[config.mk]
export PLATFORM = sky130hd
export DESIGN_NAME = noc_run_ctrl
export DESIGN_NICKNAME = d
export VERILOG_FILES = /design/src/rtl/noc_run_ctrl.sv
export SDC_FILE = /design/constraint.sdc
export NUM_CORES = 1
export LEC_CHECK = 0
export ABC_AREA = 1
export CAP_MARGIN = 20
export CORE_MARGIN = 3
export CORE_UTILIZATION = 60
export DETAILED_ROUTE_END_ITERATION = 12
export GPL_ROUTABILITY_DRIVEN = 0
export PLACE_DENSITY = 0.89
export SLEW_MARGIN = 20
export SYNTH_ARGS = -nofsm -noshare
export SYNTH_HDL_FRONTEND = slang
export SYNTH_SLANG_ARGS = --single-unit
[constraint.sdc]
create_clock -name clk -period 19.27 [get_ports clk]
set_input_delay 2.8905 -clock clk [delete_from_list [all_inputs] [get_ports clk]]
set_output_delay 2.8905 -clock clk [all_outputs]
set_load 0.01 [all_outputs]
[src/rtl/noc_run_ctrl.sv]
// noc_run_ctrl: sequences a torus NoC benchmark run (reset, inject, drain)
// and tracks the number of packets inside the network to give a verdict.
// Optional peak in-flight tracking is compiled in with NOC_RUN_STATS_EN.
module noc_run_ctrl #(
    parameter int CH        = 16,
    parameter int RST_CYC   = 2,
    parameter int RUN_CYC   = 1600,
    parameter int DRAIN_MAX = 256,
    parameter int IF_W      = 16
) (
    input  logic            clk,
    input  logic            rst,
    input  logic            start,
    input  logic [CH-1:0]   inj,
    input  logic [CH-1:0]   ej,
    output logic            pe_rst,
    output logic            inj_en,
    output logic            busy,
    output logic            done,
    output logic            pass,
    output logic            timeout,
    output logic [IF_W-1:0] in_flight,
    output logic [IF_W-1:0] in_flight_max
);

    typedef enum logic [2:0] {
        S_IDLE,
        S_RESET,
        S_RUN,
        S_DRAIN,
        S_DONE
    } state_t;

    localparam int PC_W  = $clog2(CH + 1);
    localparam int SUM_W = IF_W + PC_W + 2;
    localparam int MAX_A = (RST_CYC > RUN_CYC) ? RST_CYC : RUN_CYC;
    localparam int MAXC  = (MAX_A > DRAIN_MAX) ? MAX_A : DRAIN_MAX;
    localparam int CNT_W = $clog2(MAXC + 1);

    state_t            state_q, state_d;
    logic [CNT_W-1:0]  cnt_q, cnt_d;
    logic [IF_W-1:0]   in_flight_q, in_flight_d;
    logic              err_q, err_d;
    logic              pe_rst_q, pe_rst_d;
    logic              inj_en_q, inj_en_d;
    logic              busy_q, busy_d;
    logic              done_q, done_d;
    logic              pass_q, pass_d;
    logic              timeout_q, timeout_d;
`ifdef NOC_RUN_STATS_EN
    logic [IF_W-1:0]   in_flight_max_q, in_flight_max_d;
`endif

    logic [PC_W-1:0]         pc_inj, pc_ej;
    logic signed [SUM_W-1:0] sum, if_max;
    logic                    under, over, drain_err;
    logic [IF_W-1:0]         upd;

    // Net change in occupancy this cycle, saturated to the counter range
    always_comb begin
        pc_inj = '0;
        pc_ej  = '0;
        for (int i = 0; i < CH; i++) begin
            pc_inj = pc_inj + PC_W'(inj[i]);
            pc_ej  = pc_ej + PC_W'(ej[i]);
        end
        if_max = signed'(SUM_W'({IF_W{1'b1}}));
        sum    = signed'(SUM_W'(in_flight_q)) + signed'(SUM_W'(pc_inj))
                 - signed'(SUM_W'(pc_ej));
        under  = sum[SUM_W-1];
        over   = !under && (sum > if_max);
        if (under) begin
            upd = '0;
        end else if (over) begin
            upd = '1;
        end else begin
            upd = sum[IF_W-1:0];
        end
        drain_err = err_q || under || over || (|inj);
    end

    // Run sequencing, occupancy update and verdict; outputs follow next state
    always_comb begin
        state_d     = state_q;
        cnt_d       = cnt_q;
        in_flight_d = in_flight_q;
        err_d       = err_q;
        pass_d      = pass_q;
        timeout_d   = timeout_q;
`ifdef NOC_RUN_STATS_EN
        in_flight_max_d = in_flight_max_q;
`endif
        case (state_q)
            S_IDLE, S_DONE: begin
                if (start) begin
                    state_d     = S_RESET;
                    cnt_d       = '0;
                    in_flight_d = '0;
                    err_d       = 1'b0;
                    pass_d      = 1'b0;
                    timeout_d   = 1'b0;
`ifdef NOC_RUN_STATS_EN
                    in_flight_max_d = '0;
`endif
                end
            end
            S_RESET: begin
                if (cnt_q == CNT_W'(RST_CYC - 1)) begin
                    state_d = S_RUN;
                    cnt_d   = '0;
                end else begin
                    cnt_d = cnt_q + CNT_W'(1);
                end
            end
            S_RUN: begin
                in_flight_d = upd;
                err_d       = err_q || under || over;
`ifdef NOC_RUN_STATS_EN
                if (upd > in_flight_max_q) in_flight_max_d = upd;
`endif
                if (cnt_q == CNT_W'(RUN_CYC - 1)) begin
                    state_d = S_DRAIN;
                    cnt_d   = '0;
                end else begin
                    cnt_d = cnt_q + CNT_W'(1);
                end
            end
            S_DRAIN: begin
                in_flight_d = upd;
                err_d       = drain_err;
`ifdef NOC_RUN_STATS_EN
                if (upd > in_flight_max_q) in_flight_max_d = upd;
`endif
                if (upd == '0) begin
                    state_d   = S_DONE;
                    pass_d    = !drain_err;
                    timeout_d = 1'b0;
                end else if (cnt_q == CNT_W'(DRAIN_MAX - 1)) begin
                    state_d   = S_DONE;
                    pass_d    = 1'b0;
                    timeout_d = 1'b1;
                end else begin
                    cnt_d = cnt_q + CNT_W'(1);
                end
            end
            default: begin
                state_d = S_IDLE;
            end
        endcase
        pe_rst_d = (state_d == S_IDLE) || (state_d == S_RESET);
        inj_en_d = (state_d == S_RUN);
        busy_d   = (state_d == S_RESET) || (state_d == S_RUN) || (state_d == S_DRAIN);
        done_d   = (state_d == S_DONE);
    end

    // State and registered outputs; reset abandons any run in progress
    always_ff @(posedge clk) begin
        if (!rst) begin
            state_q     <= S_IDLE;
            cnt_q       <= '0;
            in_flight_q <= '0;
            err_q       <= 1'b0;
            pe_rst_q    <= 1'b1;
            inj_en_q    <= 1'b0;
            busy_q      <= 1'b0;
            done_q      <= 1'b0;
            pass_q      <= 1'b0;
            timeout_q   <= 1'b0;
`ifdef NOC_RUN_STATS_EN
            in_flight_max_q <= '0;
`endif
        end else begin
            state_q     <= state_d;
            cnt_q       <= cnt_d;
            in_flight_q <= in_flight_d;
            err_q       <= err_d;
            pe_rst_q    <= pe_rst_d;
            inj_en_q    <= inj_en_d;
            busy_q      <= busy_d;
            done_q      <= done_d;
            pass_q      <= pass_d;
            timeout_q   <= timeout_d;
`ifdef NOC_RUN_STATS_EN
            in_flight_max_q <= in_flight_max_d;
`endif
        end
    end

    assign pe_rst    = pe_rst_q;
    assign inj_en    = inj_en_q;
    assign busy      = busy_q;
    assign done      = done_q;
    assign pass      = pass_q;
    assign timeout   = timeout_q;
    assign in_flight = in_flight_q;
`ifdef NOC_RUN_STATS_EN
    assign in_flight_max = in_flight_max_q;
`else
    assign in_flight_max = '0;
`endif

endmodule

==> results_dict.tcl <==
set metrics [dict create \
    track_usage_pct 23.5 \
    synth_warnings 0 \
    use_met3_pct 3.85 \
    insertion_delay_ps 290 \
    die_h_um 94.1 \
    synth_area_um2 4650 \
    fp-row-count 31 \
    vias 4305 \
    yosysTopAreaCell "dfxtp_1" \
    postCtsResizedCells 0 \
    hold_violations 0 \
    slew_headroom_pct 42.9 \
    cts_tree "yes" \
    synth_flop_cell "dfxtp_1" \
    rsz0062_at_grt "no" \
    initial_core_util_pct 63.1 \
    die_area_um2 8850 \
    final_common_cell "inv_1" \
    grt_max_degree 33 \
    multiInputGateArea_um2 3140 \
    synthArstFlopShare_pct 0 \
    wire_per_inst_um 11.9 \
    cts_made_buffers 5 \
    tns_ps 0 \
    grt_use_met2_pct 42.3 \
    io_buffers 56 \
    areaGrowthSynthToFinish_pct 13.6 \
    layout.nets 860 \
    detail_route.vias_per_cell 5.14 \
    htree_num_levels 2 \
    setup-violations-final 0 \
    drive_above_1_share_pct 4.87 \
    postCtsSetupRepairBufs 0 \
    postCtsHoldBufs 0 \
    cts_root_buf "clkbuf_8" \
    die_w_um 94.1 \
    top_usage_layer "met2" \
    netlist.area_leader.share_pct 15.9 \
    critPathArrivalTime_ps 9590 \
    required_ps 19460 \
    start_kind "primary input" \
    drv_slew 0 \
    wl_mm 9.93 \
    grt_first_pass_wirelength_mm 16.9 \
    grt_pass1_vias 4068 \
    hold_class "reg -> reg" \
    clk_path_buf_depth 2 \
    slowest_delay_ps 630 \
    skew_ps 2.49 \
    grt_antenna_before_repair 0 \
    ys_top_cells_by_area "dfxtp_1 16%, ha_1 15%, inv_1 13%" \
    cap_viol_max_count 0 \
    overflow 0 \
    critical_path_class "in -> reg" \
    slowest_stage "nand2_1" \
    critPathCaptureType "register" \
    cts_sinks 37 \
    path_max_fanout 32 \
    avgSynthCellArea_um2 6.75 \
    regArea_um2 741 \
    met1_usage_pct 28.1 \
    synth_cell_type_count 39 \
    ff2ff_setup_slack_ps 13230 \
    outcome "complete, no violations" \
    syn-instance-count 689 \
    remaining_drc_errors 0 \
    n_fill_cell 633 \
    top_level_ports 73 \
    worst_slew_pin_slew_ps 855 \
    synth_edf_count 0 \
    drt-pass1-iter-count 5 \
    drtIter0Drc 267 \
    final_cell_mix "166 x inv_1, 144 x nand2_1, 60 x nor2_1" \
    ys_seq_elements 37 \
    ant_nets 0 \
    ys_seq_area_share_pct 15.9 \
    dpl.hpwl_mm 8.35 \
    min_period_ps 9400 \
    clkTransAtPathRegs_ps 70 \
    core-area_um2 7370 \
    clock.fmax_mhz 106 \
    timing.final.crit_share_pct 48.8 \
    antenna_cells 0 \
]
==> path summary, 6_finish.rpt <==
kind,end,start,cells after the start
setup / recovery,cnt_q[9],ej[12],31
hold / removal,pass,pass,2
setup reg to reg,cnt_q[9],in_flight[0],28
hold reg to reg,pass,pass,2
==> per-layer routing <==
layer / vias up / part of all wire (%) / wire length, um
li1: 2181 / - / -
met1: 1935 / 43 / 4240
met2: 153 / 49 / 4830
met3: 36 / 5.7 / 569
met4: 0 / 3.0 / 295
met5: - / 0 / 0
==> state kept, by name (all words and copies together), names as in the netlist <==
register   cells
timeout        1
state_q        3
in_flight     16
cnt_q         11
pe_rst         1
err_q          1
inj_en         1
pass           1
busy           1
done           1
==> worst max-delay path, delay by kind of cell <==
kind	cells	cell delay (ps)
buffers and inverters	8	900
AO/OA/AOI/OAI	2	630
adder cells (fa/ha/maj)	8	3540
AND/OR/NAND/NOR	13	1630
==> per-stage QoR <==
stage	worst slack (ps)	cells	hold WS, ps	util [%]	instance area, um^2
3_3_place_gp	9790	831	451	70.5	5190
2_1_floorplan	10840	704	483	-	4710
3_5_place_dp	9560	831	461	70.5	5190
6_report	9870	838	474	71.7	5280
5_1_grt	9290	838	511	71.7	5280
4_1_cts	9870	838	472	71.6	5280
==> area by class of cell <==
cell class | instances | share of cell area [%]
well taps | 99 | 2.34
repair buffers | 56 | 10.6
multi-input cells | 470 | 59.4
inverters | 169 | 12.0
flip-flops and latches | 37 | 14.0
clock buffers | 7 | 1.63
==> cell usage after synthesis (2+ instances only) <==
cell / instances
and2_1: 3
inv_1: 166
nor3_1: 7
inv_2: 3
buf_6: 2
ha_1: 57
buf_2: 3
fa_1: 29
nand4_1: 7
xor2_1: 6
nand2_4: 2
buf_4: 16
dfxtp_1: 37
nor2_1: 62
a21oi_2: 3
clkbuf_1: 5
nor3_2: 2
or2_2: 2
nor4_1: 6
nand2_1: 144
o21ai_0: 7
nand3_2: 8
o21ai_1: 8
xnor2_1: 5
a21oi_1: 32
nand3_1: 52
nand2_2: 3
==> cells by family after synthesis <==
family,synth area share [%]
compound gates,6.46
xor+xnor,2.07
fa+ha+maj,27.8
buf+inv,17.9
flops,15.9
other cells,0.0806
simple gates,29.7
Power is not shown: default switching activity piles up to over one toggle a cycle in this logic, so the estimate is an artifact.
